$ cat config.mk
export PLATFORM = sky130hd
export DESIGN_NAME = ifetch_queue
export DESIGN_NICKNAME = d
export VERILOG_FILES = /design/src/rtl/mips_fetch_pkg.sv /design/src/rtl/sync_fifo_flush.sv /design/src/rtl/ifetch_queue.sv
export SDC_FILE = /design/constraint.sdc
export NUM_CORES = 1
export LEC_CHECK = 0
export ABC_AREA = 0
export BUFFER_PORTS_ARGS = -buffer_cell sky130_fd_sc_hd__buf_2
export CAP_MARGIN = 15
export CORE_MARGIN = 1
export CORE_UTILIZATION = 45
export DETAILED_ROUTE_END_ITERATION = 10
export GPL_TIMING_DRIVEN = 0
export MAX_ROUTING_LAYER = met4
export PLACE_DENSITY = 0.67
export SKIP_LAST_GASP = 1
export SLEW_MARGIN = 20
export SYNTH_ARGS = -nofsm -noshare
export SYNTH_HDL_FRONTEND = slang
export SYNTH_SLANG_ARGS = --single-unit
$ cat constraint.sdc
create_clock -name clk_i -period 7.5 [get_ports clk_i]
set_input_delay 1.875 -clock clk_i [delete_from_list [all_inputs] [get_ports clk_i]]
set_output_delay 1.875 -clock clk_i [all_outputs]
set_load 0.1 [all_outputs]
$ cat src/rtl/mips_fetch_pkg.sv
// Shared widths and the prefetch entry layout for the MIPS instruction fetch front-end.
package mips_fetch_pkg;

    localparam int unsigned INST_W = 32;
    localparam int unsigned PC_W = 32;
    localparam logic [PC_W-1:0] PC_STEP = 32'd4;

    typedef struct packed {
        logic [PC_W-1:0]   pc;
        logic [INST_W-1:0] inst;
    } fetch_entry_t;

endpackage

$ cat src/rtl/sync_fifo_flush.sv
// Power-of-two synchronous FIFO with registered storage, occupancy count and a one-cycle flush.
module sync_fifo_flush #(
    parameter int unsigned DEPTH = 4,
    parameter int unsigned WIDTH = 64,
    localparam int unsigned CntW = $clog2(DEPTH) + 1
) (
    input  logic             clk_i,
    input  logic             reset_ni,
    input  logic             flush_i,
    input  logic             push_i,
    input  logic [WIDTH-1:0] wdata_i,
    input  logic             pop_i,
    output logic [WIDTH-1:0] rdata_o,
    output logic [CntW-1:0]  count_o,
    output logic             full_o,
    output logic             empty_o
);

    localparam int unsigned PtrW = $clog2(DEPTH);

    logic [WIDTH-1:0] mem_q [DEPTH];
    logic [PtrW-1:0]  wr_ptr_q, rd_ptr_q;
    logic [CntW-1:0]  cnt_q;
    logic             do_push, do_pop;

    always_comb begin
        empty_o = (cnt_q == '0);
        full_o  = (cnt_q == CntW'(DEPTH));
        do_pop  = pop_i & ~empty_o;
        do_push = push_i & ~full_o;
        rdata_o = mem_q[rd_ptr_q];
        count_o = cnt_q;
    end

    always_ff @(posedge clk_i) begin
        if (!reset_ni) begin
            wr_ptr_q <= '0;
            rd_ptr_q <= '0;
            cnt_q    <= '0;
            for (int i = 0; i < DEPTH; i++) mem_q[i] <= '0;
        end else if (flush_i) begin
            wr_ptr_q <= '0;
            rd_ptr_q <= '0;
            cnt_q    <= '0;
        end else begin
            if (do_push) begin
                mem_q[wr_ptr_q] <= wdata_i;
                wr_ptr_q        <= wr_ptr_q + 1'b1;
            end
            if (do_pop) rd_ptr_q <= rd_ptr_q + 1'b1;
            cnt_q <= cnt_q + CntW'(do_push) - CntW'(do_pop);
        end
    end

    // The owner's credit scheme must keep pushes away from a full FIFO.
    always_ff @(posedge clk_i) begin
        if (reset_ni && !flush_i && push_i) assert (!full_o);
    end

endmodule

$ cat src/rtl/ifetch_queue.sv
// Instruction fetch front-end: credit-limited imem requests, in-order responses buffered with PCs,
// and redirect handling that discards stale prefetched and in-flight instructions.
module ifetch_queue
    import mips_fetch_pkg::*;
#(
    parameter int unsigned      DEPTH           = 4,
    parameter int unsigned      MAX_OUTSTANDING = 2,
    parameter logic [PC_W-1:0]  RESET_PC        = 32'h0000_0000
) (
    input  logic              clk_i,
    input  logic              reset_ni,
    input  logic              redirect_valid_i,
    input  logic [PC_W-1:0]   redirect_pc_i,
    output logic              imem_req_o,
    output logic [PC_W-1:0]   imem_addr_o,
    input  logic              imem_gnt_i,
    input  logic              imem_rvalid_i,
    input  logic [INST_W-1:0] imem_rdata_i,
    output logic              out_valid_o,
    output logic [INST_W-1:0] out_inst_o,
    output logic [PC_W-1:0]   out_pc_o,
    input  logic              out_ready_i
);

    localparam int unsigned CntW     = $clog2(MAX_OUTSTANDING + 1);
    localparam int unsigned FifoCntW = $clog2(DEPTH) + 1;

    logic [PC_W-1:0]     fetch_pc_q, fetch_pc_d, resp_pc_q, resp_pc_d;
    logic [CntW-1:0]     live_q, live_d, drop_q, drop_d;
    logic                stray_ok_q;
    logic [31:0]         pending_sum;
    logic                grant, push, pop, flush;
    logic [FifoCntW-1:0] fifo_count;
    logic                fifo_full, fifo_empty;
    fetch_entry_t        wentry, head;
    logic                unused_pc_lsbs;

    assign unused_pc_lsbs = ^redirect_pc_i[1:0];

    always_comb begin
        imem_req_o  = reset_ni & ~redirect_valid_i
                    & ((32'(live_q) + 32'(drop_q)) < MAX_OUTSTANDING)
                    & ((32'(fifo_count) + 32'(live_q)) < DEPTH);
        imem_addr_o = fetch_pc_q;
        grant       = imem_req_o & imem_gnt_i;
        pop         = ~fifo_empty & out_ready_i;
        out_valid_o = ~fifo_empty;
        out_inst_o  = head.inst;
        out_pc_o    = head.pc;
        wentry      = '{pc: resp_pc_q, inst: imem_rdata_i};

        fetch_pc_d  = fetch_pc_q;
        resp_pc_d   = resp_pc_q;
        live_d      = live_q;
        drop_d      = drop_q;
        push        = 1'b0;
        flush       = 1'b0;
        pending_sum = 32'(drop_q) + 32'(live_q);

        if (redirect_valid_i) begin
            // Everything still in flight becomes a drop; a same-cycle response retires one.
            fetch_pc_d = {redirect_pc_i[PC_W-1:2], 2'b00};
            resp_pc_d  = {redirect_pc_i[PC_W-1:2], 2'b00};
            flush      = 1'b1;
            live_d     = '0;
            if (imem_rvalid_i && pending_sum != 0) pending_sum = pending_sum - 1;
            drop_d     = CntW'(pending_sum);
        end else begin
            if (grant) fetch_pc_d = fetch_pc_q + PC_STEP;
            if (imem_rvalid_i) begin
                if (drop_q != '0) begin
                    drop_d = drop_q - 1'b1;
                end else if (live_q != '0) begin
                    push      = 1'b1;
                    resp_pc_d = resp_pc_q + PC_STEP;
                end
            end
            live_d = live_q + CntW'(grant) - CntW'(push);
        end
    end

    always_ff @(posedge clk_i) begin
        if (!reset_ni) begin
            fetch_pc_q <= RESET_PC;
            resp_pc_q  <= RESET_PC;
            live_q     <= '0;
            drop_q     <= '0;
            stray_ok_q <= 1'b1;
        end else begin
            fetch_pc_q <= fetch_pc_d;
            resp_pc_q  <= resp_pc_d;
            live_q     <= live_d;
            drop_q     <= drop_d;
            if (grant) stray_ok_q <= 1'b0;
        end
    end

    // Responses to requests granted before a reset may still trickle in until the first new grant.
    always_ff @(posedge clk_i) begin
        if (reset_ni && imem_rvalid_i && !redirect_valid_i && !stray_ok_q)
            assert (live_q != '0 || drop_q != '0);
    end

    sync_fifo_flush #(
        .DEPTH(DEPTH),
        .WIDTH(PC_W + INST_W)
    ) u_fifo (
        .clk_i   (clk_i),
        .reset_ni(reset_ni),
        .flush_i (flush),
        .push_i  (push),
        .wdata_i (wentry),
        .pop_i   (pop),
        .rdata_o (head),
        .count_o (fifo_count),
        .full_o  (fifo_full),
        .empty_o (fifo_empty)
    );

endmodule

## Word level (Yosys, flattened, before mapping)

Memory sizes are Yosys's and may differ from the RTL's. A register that Yosys moved wholly into a read port is not among the register bits.
Cells that the tools add are included.

- Register bits: 75
- RAM bits: 256
- Input bits: 70
- Output and inout bits: 98
- Logic and storage cells: 79
- Memories: 1

- Add/subtract/negate cells: 12
- Order comparisons: 2
- Eq/ne operators: 2
- Multiplexer cells: 26
- Bitwise gates (word level): 12
- Reductions and logical operators: 15

Memory list:

| memory | words | bits a word | read ports | clocked after Yosys merged registers in | wr ports | RTL line | RTL |
|---|---|---|---|---|---|---|---|
| u_fifo.mem_q | 4 | 64 | 1 | 1 | 4 | sync_fifo_flush.sv:21 | `logic [WIDTH-1:0] mem_q [DEPTH];` |

Operator list:

| kind | number |
|---|---|
| $mux 32 | 6 |
| $add 32x3->32 const B | 2 |
| $mux 64 | 1 |
| $reduce_or 64->1 | 1 |
| $reduce_bool 32->1 | 1 |
| $mux 2 | 7 |
| $mux 1 | 12 |
| $reduce_bool 2->1 | 6 |
| $and 1x1->1 | 7 |
| $reduce_and 3->1 | 2 |
| $not 1->1 | 5 |
| $add 2x1->2 const B | 2 |
| $add 3x2->4 | 1 |
| $lt 4x3->1 const B | 1 |
| $reduce_or 2->1 | 2 |
| $sub 2x1->2 const B | 2 |
| $add 2x2->3 | 1 |
| $add 3x1->3 | 1 |
| $eq 3x3->1 const B | 1 |
| $logic_not 3->1 | 1 |
| $lt 3x2->1 const B | 1 |
| $sub 3x1->3 | 1 |
| $add 2x1->2 | 1 |
| $ne 2x2->1 const B | 1 |
| other kinds (3) | 3 |

## Logic depth before layout (Yosys ltp)

- Depth after elaboration: 13
- Depth in mapped cells: 13
- Gate-level depth less buffers: 12

## Cells and area by module

A second synthesis with hierarchy kept.

- Cells, all modules: 1,124
- Area, all modules: 15,058.2 um2

By module, submodules not included:

| module | times used | cells each | area an instance (um2) | seq. area each (um2) |
|---|---|---|---|---|
| sync_fifo_flush | 1 | 668 | 11,397.2 | 7,867.5 |
| ifetch_queue | 1 | 456 | 3,661.0 | 1,281.2 |

## Worst setup path after synthesis

OpenSTA, ideal clock, no wires.

- Path kind: input port to flip-flop
- Start: input port imem_rvalid_i
- End: memory u_fifo.mem_q[1][0] (enable)
- Library setup time: 0.568 ns
- Arrival time: 6.964 ns
- Data required time: 6.932 ns
- Path slack: -0.032 ns
- Cell stages on the path: 4
- Buffers on the path: 0
- Path through: o211ai_2 a211oi_1 nand2_1 o21ai_0

RTL lines:

| what | RTL line | RTL |
|---|---|---|
| start, declared | ifetch_queue.sv:17 | `input logic imem_rvalid_i,` |
| end, declared | sync_fifo_flush.sv:21 |  |

## Final worst setup path

- Start: input port redirect_valid_i
- End: output port imem_req_o

- Cells in the longest elaborated chain, start to end: 4

RTL lines:

| what | RTL line | RTL |
|---|---|---|
| start, declared | ifetch_queue.sv:12 | `input logic redirect_valid_i,` |
| $not 1->1 | ifetch_queue.sv:41 | `imem_req_o = reset_ni & ~redirect_valid_i` |
| $and 1x1->1 | ifetch_queue.sv:41 |  |
| $and 1x1->1 | ifetch_queue.sv:42 | `& ((32'(live_q) + 32'(drop_q)) < MAX_OUTSTANDING)` |
| $and 1x1->1 | ifetch_queue.sv:43 | `& ((32'(fifo_count) + 32'(live_q)) < DEPTH);` |
| end, declared | ifetch_queue.sv:14 | `output logic imem_req_o,` |

No other way between the ends.

==> run metrics <==
outcome completed; initial core utilization 45.7%; grt total ovfl 0; fraction of layout cells with a size suffix above 1 24.6%; Critical Path AT 3100 ps; critical-path cell list buf_2 -> nor2b_1 -> and3_1 -> buf_2; hold endpoint imem_addr_o[30]; Final Non-Filler Cells 1684; vias in the first global route 9055; final slew viol count 0; Die X 181 µm; Hold Buf Count CTS 0; adder-cell share of the synthesized area 1.15%; sequential area share after synthesis 62.0%; Tcrit/Tclk final 66.4%; Peak Freq 201 MHz; Slowest-stage cell, CP buf_2; commonest non-fill, non-tap cell in the layout and2_1; port bufs 161; Skew-Pair Late Insertion Delay 510 ps; post-synthesis compound-gate area fraction 3.86%; initial antenna violation count 0; Initial DRC Count 440; site row count 65; largest net degree at the start of global routing 44; start of the worst register-to-register path drop_q[1]; Tot Pwr 4.05 mW; Slew @ Worst Pin 855 ps; global-route wire length before repair 50300 µm; dpl cells 1623; worst endpoint required time 5620 ps; root buf cell clkbuf_16; WL met3 1880 µm; mean number of vias per cell 5.33; number of synthesized flops with an enable pin 248; Reg2Reg Setup Slack 4380 ps; xor and xnor area share after synthesis 3.72%; Routed Antenna Nets 0; most used cell, CP buf_2; Hold Path Stages 1; Top Metal Used met4; P_leak 6.40 nW; FF-to-FF path depth 8; Worst Hold Class register to register; count of state elements after synthesis 321; RSZ-0062 raised after global routing no; Clock Sinks 321; Mean Syn Cell Area 13.7 µm²; global-route usage over all layers 20.7%; CTS tree built; most frequent cells in the layout and2_1, edfxtp_1, buf_2, dfxtp_1, mux4_2; Max Cap Violations 0; mapped cell area 14400 µm²; final WL 32400 µm; Resized cells post-CTS 0; HPWL after DPL 21700 µm; hold_ws 544 ps; gpl congestion 0.870; met2 WL 15900 µm; final hold vios 0; die area 32700 µm²; Mapped Cells 1050; Tmin final 4980 ps; IO Count 168; hold path startpoint imem_addr_o[30]; drt wl/cell 19.2 µm; ANT cells 0; Worst Path Max Fanout 6; met1 WL 14000 µm; skew final 14.1 ps; P per Cell Area 239 nW/µm²; CTS max path bufs 3; Syn. warnings 0; height of the die 181 µm; main combinational cell family by area after synthesis simple AND/OR/NAND/NOR gates; Post-CTS Setup Bufs 0; Synth Area in Simple Gates 16.9%; CP max stage delay 430 ps; VDD IR max 0.168 mV; mux contribution to synthesized area 9.86%; Area Overhead vs Synth 17.9%; nets@finish 1339; setup violators final 0; async set or reset register ratio after synthesis 0%; drt pass-1 iters 5; vias 8978; DRC 0; Critical Path Source Type primary input; register clock-pin slew on the reported worst setup and hold paths 60 ps; CP endpoint kind primary output; H-tree depth 2; Top FF cell, synth edfxtp_1; reg2reg end u_fifo.mem_q[2][5]; slew margin rel. 42.7%; cts bufs inserted 34; fill cell count 2675; core area 31500 µm²; Setup Crit Path Kind primary input to primary output; Distinct cells, synth 47
report_power, final:
part / switching [mW] / leakage, nW / internal (mW) / total (mW)
registers: 0.0463 / 3.16 / 1.98 / 2.03
clock network: 0.667 / 0.517 / 0.948 / 1.61
logic: 0.313 / 2.72 / 0.0917 / 0.405
total: 1.03 / 6.40 / 3.02 / 4.05
routing by layer:
| metal | vias to the layer above | track usage (%) |
|---|---|---|
| met2 | 291 | 34.2 |
| met1 | 4393 | 26.9 |
| met5 | - | - |
| met4 | 0 | 5.13 |
| li1 | 4245 | - |
| met3 | 49 | 3.16 |
sequential cells by signal (all words and copies together) (netlist names), named ones only:
name and cells:
u_fifo.wr_ptr_q 2, drop_q 2, live_q 2, u_fifo.rd_ptr_q 2
u_fifo.mem_q 248, imem_addr_o 30, resp_pc_q 30, u_fifo.count_o 3
critical path, delay by kind of cell:
family	cells	cell delay, ps
buffers and inverters	2	570
AND/OR/NAND/NOR	2	650
synthesized netlist by cell type (all sizes together), types with 2 or more instances:
cell	n	area, µm²
xnor2	15	131
nor2	22	82.6
a21oi	51	255
a211oi	4	30.0
o211ai	6	50.1
nor2b	3	18.8
a31oi	5	31.3
and3	8	50.1
o21ai	33	165
inv	17	63.8
and2	253	1580
nor3b	2	25.0
fa	2	40.0
edfxtp	248	7450
clkbuf	48	181
dfxtp	73	1460
nor4	3	33.8
nand2	25	96.4
mux4	62	1400
or3	5	31.3
nand2b	2	12.5
buf	22	121
nand3	27	135
nor3	7	40.0
ha	10	125
xor2	46	403
nand4	35	225
and4	7	62.6
metrics by stage:
stage | util (%) | area [µm²] | TNS (ps) | setup slack (ps)
2_1_floorplan | - | 14400 | 0 | 1640
4_1_cts | 53.8 | 16900 | 0 | 2510
3_5_place_dp | 50.5 | 15900 | 0 | 2520
6_report | 53.8 | 16900 | 0 | 2520
3_3_place_gp | 49.9 | 15700 | -57950 | -942
5_1_grt | 53.8 | 16900 | 0 | 2470
worst max path at each step:
stage | depth (start not counted) | startpoint | slack [ps] | end
floorplan | 4 | imem_rvalid_i | 1640 | u_fifo.mem_q[1][0]
global placement | 5 | imem_rvalid_i | -940 | u_fifo.mem_q[1][22]
detailed placement | 4 | redirect_valid_i | 2520 | imem_req_o
CTS | 4 | redirect_valid_i | 2510 | imem_req_o
global route | 4 | redirect_valid_i | 2470 | imem_req_o
finish | 4 | redirect_valid_i | 2520 | imem_req_o
logic make-up after synthesis:
group                    count (synthesis)
XOR/XNOR                                61
buffers and inverters                   87
AO/OA/AOI/OAI                          102
multiplexers                            64
AND/OR/NAND/NOR                        402
other                                    1
adder cells (fa/ha/maj)                 12
flip-flops                             321
layout make-up:
cell class | instances | area (µm²) | area share (%)
Tap cell | 402 | 503 | 2.97
Buffer | 70 | 303 | 1.79
Timing Repair Buffer | 168 | 958 | 5.66
Clock buffer | 48 | 945 | 5.58
Sequential cell | 321 | 8910 | 52.6
Clock inverter | 13 | 114 | 0.672
Inverter | 17 | 63.8 | 0.377
Multi-Input combinational cell | 645 | 5150 | 30.4
No activity file was read; power rests on OpenSTA's default activity.
